**src/rtl/clock_pkg.sv**
```systemverilog
// Shared types and limits for the clock_counter timekeeping slice.
// Define CLOCK_12H_EN for a 1..12 hour display with a PM flag.
package clock_pkg;

    typedef logic [4:0] hour_t;
    typedef logic [5:0] min_t;
    typedef logic [5:0] sec_t;

    typedef enum logic [1:0] {
        RUN   = 2'd0,
        SET_H = 2'd1,
        SET_M = 2'd2
    } mode_e;

`ifdef CLOCK_12H_EN
    localparam hour_t MAX_H = hour_t'(12);
    localparam hour_t MIN_H = hour_t'(1);
    localparam hour_t RST_H = hour_t'(12);
    localparam hour_t PM_H  = hour_t'(11);
`else
    localparam hour_t MAX_H = hour_t'(23);
    localparam hour_t MIN_H = hour_t'(0);
    localparam hour_t RST_H = hour_t'(0);
`endif

    localparam min_t MAX_MS = min_t'(59);

    function automatic hour_t hour_next(hour_t hr);
        return (hr == MAX_H) ? MIN_H : hr + hour_t'(1);
    endfunction

    // Shared by minutes and seconds, which have the same range.
    function automatic min_t ms_next(min_t v);
        return (v == MAX_MS) ? min_t'(0) : v + min_t'(1);
    endfunction

endpackage

```
**src/rtl/tick_gen.sv**
```systemverilog
// Seconds prescaler: counts 0..CLK_HZ-1, flags the last cycle and
// the second half of each second.
module tick_gen #(
    parameter int CLK_HZ = 50_000_000
) (
    input  logic clk,
    input  logic rst,
    input  logic clr,
    output logic tick,
    output logic half
);

    localparam int CNT_W = (CLK_HZ > 1) ? $clog2(CLK_HZ) : 1;
    localparam logic [CNT_W-1:0] LAST = CNT_W'(CLK_HZ - 1);
    localparam logic [CNT_W-1:0] HALF = CNT_W'(CLK_HZ / 2);

    logic [CNT_W-1:0] r_cnt;

    always_ff @(posedge clk) begin
        if (rst || clr) begin
            r_cnt <= '0;
        end else if (r_cnt == LAST) begin
            r_cnt <= '0;
        end else begin
            r_cnt <= r_cnt + CNT_W'(1);
        end
    end

    assign tick = (r_cnt == LAST);
    assign half = (r_cnt >= HALF);

endmodule

```
**src/rtl/clock_counter.sv**
```systemverilog
// Hours/minutes/seconds timekeeper with button-driven set mode.
// Optional CLOCK_12H_EN selects 12-hour display with PM flag.
module clock_counter
    import clock_pkg::*;
#(
    parameter int CLK_HZ = 50_000_000
) (
    input  logic       clk,
    input  logic       rst,
    input  logic       btn_mode,
    input  logic       btn_inc,
    output logic [4:0] h,
    output logic [5:0] m,
    output logic [5:0] s,
    output logic       dot,
    output logic       sec_tick,
    output logic [1:0] mode,
    output logic       pm
);

    hour_t r_h;
    min_t  r_m;
    sec_t  r_s;
    mode_e r_mode;
    logic  r_sec_tick;
    logic  r_mode_prev;
    logic  r_inc_prev;

    logic  w_tick;
    logic  w_half;
    logic  w_mode_edge;
    logic  w_inc_edge;
    logic  w_run;
    logic  w_clr;

    assign w_mode_edge = btn_mode && !r_mode_prev;
    assign w_inc_edge  = btn_inc && !r_inc_prev;
    assign w_run       = (r_mode == RUN);
    // Restart the second so the first one after setting is full length.
    assign w_clr       = w_mode_edge && (r_mode == SET_M);

    tick_gen #(
        .CLK_HZ(CLK_HZ)
    ) u_tick_gen (
        .clk (clk),
        .rst (rst),
        .clr (w_clr),
        .tick(w_tick),
        .half(w_half)
    );

`ifdef CLOCK_12H_EN
    logic r_pm;

    always_ff @(posedge clk) begin
        if (rst) begin
            r_pm <= 1'b0;
        end else if (r_h == PM_H) begin
            if (w_run && w_tick && r_s == MAX_MS && r_m == MAX_MS) begin
                r_pm <= ~r_pm;
            end else if (r_mode == SET_H && !w_mode_edge && w_inc_edge) begin
                r_pm <= ~r_pm;
            end
        end
    end

    assign pm = r_pm;
`else
    assign pm = 1'b0;
`endif

    always_ff @(posedge clk) begin
        if (rst) begin
            r_h         <= RST_H;
            r_m         <= '0;
            r_s         <= '0;
            r_mode      <= RUN;
            r_sec_tick  <= 1'b0;
            r_mode_prev <= 1'b0;
            r_inc_prev  <= 1'b0;
        end else begin
            r_mode_prev <= btn_mode;
            r_inc_prev  <= btn_inc;
            r_sec_tick  <= w_run && w_tick;

            if (w_run && w_tick) begin
                r_s <= ms_next(r_s);
                if (r_s == MAX_MS) begin
                    r_m <= ms_next(r_m);
                    if (r_m == MAX_MS) begin
                        r_h <= hour_next(r_h);
                    end
                end
            end

            unique case (r_mode)
                RUN: begin
                    if (w_mode_edge) begin
                        r_mode <= SET_H;
                    end
                end
                SET_H: begin
                    if (w_mode_edge) begin
                        r_mode <= SET_M;
                    end else if (w_inc_edge) begin
                        r_h <= hour_next(r_h);
                    end
                end
                SET_M: begin
                    if (w_mode_edge) begin
                        r_mode <= RUN;
                        r_s    <= '0;
                    end else if (w_inc_edge) begin
                        r_m <= ms_next(r_m);
                    end
                end
                default: begin
                    r_mode <= RUN;
                end
            endcase
        end
    end

    assign h        = r_h;
    assign m        = r_m;
    assign s        = r_s;
    assign dot      = w_half;
    assign sec_tick = r_sec_tick;
    assign mode     = r_mode;

endmodule
```
**config.mk**
```make
export PLATFORM = sky130hd
export DESIGN_NAME = clock_counter
export DESIGN_NICKNAME = d
export VERILOG_FILES = /design/src/rtl/clock_pkg.sv /design/src/rtl/tick_gen.sv /design/src/rtl/clock_counter.sv
export SDC_FILE = /design/constraint.sdc
export NUM_CORES = 1
export LEC_CHECK = 0
export CAP_MARGIN = 20
export CORE_MARGIN = 5
export CORE_UTILIZATION = 40
export CTS_BUF_LIST = sky130_fd_sc_hd__clkbuf_2
export DETAILED_ROUTE_END_ITERATION = 8
export SKIP_LAST_GASP = 1
export SLEW_MARGIN = 15
export SYNTH_ARGS = -nofsm -noshare
export SYNTH_HDL_FRONTEND = slang
export SYNTH_SLANG_ARGS = --single-unit
export TNS_END_PERCENT = 20
```
**constraint.sdc**
```tcl
create_clock -name clk -period 2.9 [get_ports clk]
set_clock_uncertainty 0.15 [all_clocks]
set_input_delay 0.87 -clock clk [delete_from_list [all_inputs] [get_ports clk]]
set_output_delay 0.87 -clock clk [all_outputs]
set_load 0.05 [all_outputs]
```
==> impl_metrics.csv <==
group,metric,value,unit
synthesis,ys_warn_count,0,
sta,maxSlewViolCount,0,
drt,wirelength,5470,µm
sta,max_slew_margin,0.596,
pwr,combPwrFrac,0.085,
sta,hold_viol,0,
drt,final_antenna_net_count,0,
drt,vias,2119,
critical_path,arrival,1.97,ns
synthesis,synth_edf_count,0,
sta,fmax,334,MHz
critical_path,reg2reg_to,"m[5]",
worst_hold_path,min_path_type,"flip-flop to flip-flop",
sta,finalSetupTns,-0.0931,ns
clocking,cts_htree_levels,2,
clocking,insertion_delay,0.44,ns
worst_hold_path,whs_path_depth,2,
grt,antenna_found_initial,0,
critical_path,rr_worst_depth,6,
pwr,intPower,0.854,mW
placement,placed_cells,388,
sta,rsz0062_at_grt,"true",
clocking,cts_tree,"built",
cells_and_area,drive_gt1_frac,0.0926,
synthesis,syn_area,2460,µm²
clocking,clk_pin_slew,0.27,ns
drt,dr.pass1.iters,4,
floorplan,core_area,5960,µm²
critical_path,max_stage_delay,0.52,ns
clocking,clock_path_buffers,2,
status,violations,"setup timing",
critical_path,worstSetupEndpointType,"output port",
cells_and_area,num-fill-cells,611,
critical_path,crit_path_start_kind,"flip-flop",
clocking,cts_root_buf,"clkbuf_2",
pwr,switching_share,0.262,
synthesis,syn_nets,301,
synthesis,synth_cells,292,
floorplan,start_util,0.414,
floorplan,dieHeight,88.5,µm
sta,setup_viol,1,
critical_path,path_max_fanout,2,
placement,pre_cts_ws,0.232,ns
job,maxCapViolations,0,
cells_and_area,final_util,0.490,
synthesis,syn_area_per_cell,8.44,µm²
critical_path,criticalPathCategory,"flip-flop to output port",
pwr,pwr-share-seq,0.592,
critical_path,r2r-start,"u_tick_gen.r_cnt[7]",
drt,drtIter0Drc,116,
clocking,holdBufCountCts,0,
pwr,p_per_area,397,nW/µm²
critical_path,cp_cell_sequence,"or4_4 -> o2111ai_2 -> a21oi_1 -> o21ai_1 -> nand2b_1 -> buf_6",
synthesis,seq_area_frac_synth,0.390,
status,outcome,"complete, but fails checks",
pwr,clockPowerShare,0.322,
drt,drc,0,
worst_hold_path,min-delay-start,"h[1]",
floorplan,rows,28,
sta,layout_min_cycle_time,2.99,ns
pwr,p_leak,1.02,nW
grt,track_usage,0.152,
pwr,ir_drop,0.187,mV
synthesis,async_flop_share,0,
clocking,numCtsBuffers,5,
drt,viasPerCell,5.31,
critical_path,slowest_stage,"or4_4",
floorplan,die_x,88.5,µm
critical_path,cp.required,1.88,ns
grt,grt_pass1_vias,2001,
synthesis,ys_ff_latch,48,
synthesis,synth.distinct_cells,47,
drt,post_drt_wl_per_cell,13.7,µm
sta,tightestPinTransition,0.600,ns
critical_path,reg2reg_slack,0.35,ns
floorplan,die_area,7830,µm²
grt,grt_first_pass_wirelength,9450,µm
placement,place_congestion,0.823,
grt,grt_overflow,0,
grt,grt_max_degree,26,
floorplan,io_pins,26,
cells_and_area,n_antenna_cell,0,
synthesis,synth_flop_cell,"dfxtp_1",
placement,port_buffers,24,
cells_and_area,fin_cells,399,
placement,dpl.hpwl,3850,µm
worst_hold_path,hold_end,"h[1]",
clocking,cts.sinks,48,
sta,period_share,1.03,
cells_and_area,area_growth,18.5,%
cells_and_area,nets,332,
pwr,switching_power,0.303,mW
sta,fin_ws,-0.0931,ns
==> how the worst max path moves through the flow <==
stage | start | to | slack (ns) | cells past startpoint
finish | u_tick_gen.r_cnt[7] | dot | -0.09 | 6
floorplan | u_tick_gen.r_cnt[7] | dot | 0.25 | 5
detailed placement | btn_mode | h[2] | 0.23 | 6
global route | u_tick_gen.r_cnt[9] | dot | -0.23 | 6
global placement | u_tick_gen.r_cnt[7] | dot | 0.25 | 6
CTS | u_tick_gen.r_cnt[9] | dot | -0.13 | 6
==> per-stage QoR <==
stage	hold slack [ns]	area, µm²	total power [mW]
2_1_floorplan	0.303	2460	0.763
3_3_place_gp	0.326	2810	0.797
3_5_place_dp	0.332	2810	0.799
4_1_cts	0.371	2920	1.17
5_1_grt	0.409	2920	1.21
6_report	0.371	2920	1.16
==> repair_timing <==
action | CTS | global route
resized for setup | 7 | 0
setup endpoints to repair | 1 | 2
pin swaps | 1 | 0
setup buffers | 3 | 0
==> Yosys cell counts, types with 3 or more instances <==
master,count,area [µm²]
dfxtp_1,48,961
nand3_1,16,80.1
nor3_1,11,55.1
xnor2_1,14,123
nor2_1,43,161
clkbuf_1,5,18.8
nand4b_1,4,35.0
o21ai_0,13,65.1
ha_1,5,62.6
a21oi_1,11,55.1
nor3b_1,4,30.0
xor2_1,12,105
nor2b_1,6,37.5
nand2b_1,3,18.8
nand4_1,9,56.3
nor4_1,6,37.5
and4_1,3,26.3
mux2i_1,4,40.0
inv_1,10,37.5
nand2_1,20,75.1
or4_1,4,30.0
and3_1,8,50.1
==> per-layer routing <==
metal | routed length [µm] | global-route usage | up-vias
met3 | 230 | 0.0317 | 5
li1 | - | - | 1089
met4 | 56 | 0.0412 | 0
met1 | 2780 | 0.212 | 987
met2 | 2400 | 0.238 | 38
met5 | 0 | 0 | -
==> flip-flops by register name, indices dropped and copies added (netlist names) <==
register,count
h,5
m,6
mode,2
r_inc_prev,1
r_mode_prev,1
s,6
sec_tick,1
u_tick_gen.r_cnt,26
==> power groups by stage <==
| stage | Sequential, mW | Combinational [mW] | Clock (mW) |
|---|---|---|---|
| 6_report | 0.686 | 0.0986 | 0.373 |
| 5_1_grt | 0.689 | 0.109 | 0.410 |
| 4_1_cts | 0.686 | 0.100 | 0.386 |
| 3_5_place_dp | 0.700 | 0.0991 | 0 |
| 3_3_place_gp | 0.699 | 0.0982 | 0 |
| 2_1_floorplan | 0.717 | 0.0466 | 0 |
==> cell usage in the layout (no fill, tap or decap), types with 11 or more instances in the layout <==
cell type / netlist / layout
nor2_1: 43 / 43
nand3_1: 16 / 16
xnor2_1: 14 / 14
nand2_1: 20 / 20
xor2_1: 12 / 12
a21oi_1: 11 / 11
o21ai_0: 13 / 12
clkdlybuf4s50_1: 0 / 23
nor3_1: 11 / 11
dfxtp_1: 48 / 46
==> final cells by class <==
cell class	count	area (µm²)	share of cell area
Multi-Input combinational cell	224	1420	0.487
Sequential cell	48	968	0.332
Clock inverter	3	42.5	0.0146
Inverter	10	37.5	0.0129
Clock buffer	5	25.0	0.00857
Tap cell	75	93.8	0.0321
Timing Repair Buffer	34	329	0.113
==> worst max-delay path: cells and delay by family (launching register included) <==
family / cells / cell delay [ns]
AND/OR/NAND/NOR: 2 / 0.60
flip-flops: 1 / 0.41
AO/OA/AOI/OAI: 3 / 0.37
buffers and inverters: 1 / 0.15
==> logic make-up (layout without fill, tap and decap cells) <==
kind of cell / after synthesis / after routing / synth area share
buffers and inverters: 20 / 52 / 0.0350
muxes: 5 / 5 / 0.0208
xor gates and xnor gates: 26 / 26 / 0.0924
and+or+nand+nor: 154 / 154 / 0.357
other: 1 / 1 / 0.00152
adders and majority gates: 5 / 5 / 0.0254
AOI/OAI and AO/OA: 33 / 33 / 0.0782
DFF: 48 / 48 / 0.390
No activity file was read; power rests on OpenSTA's default activity.
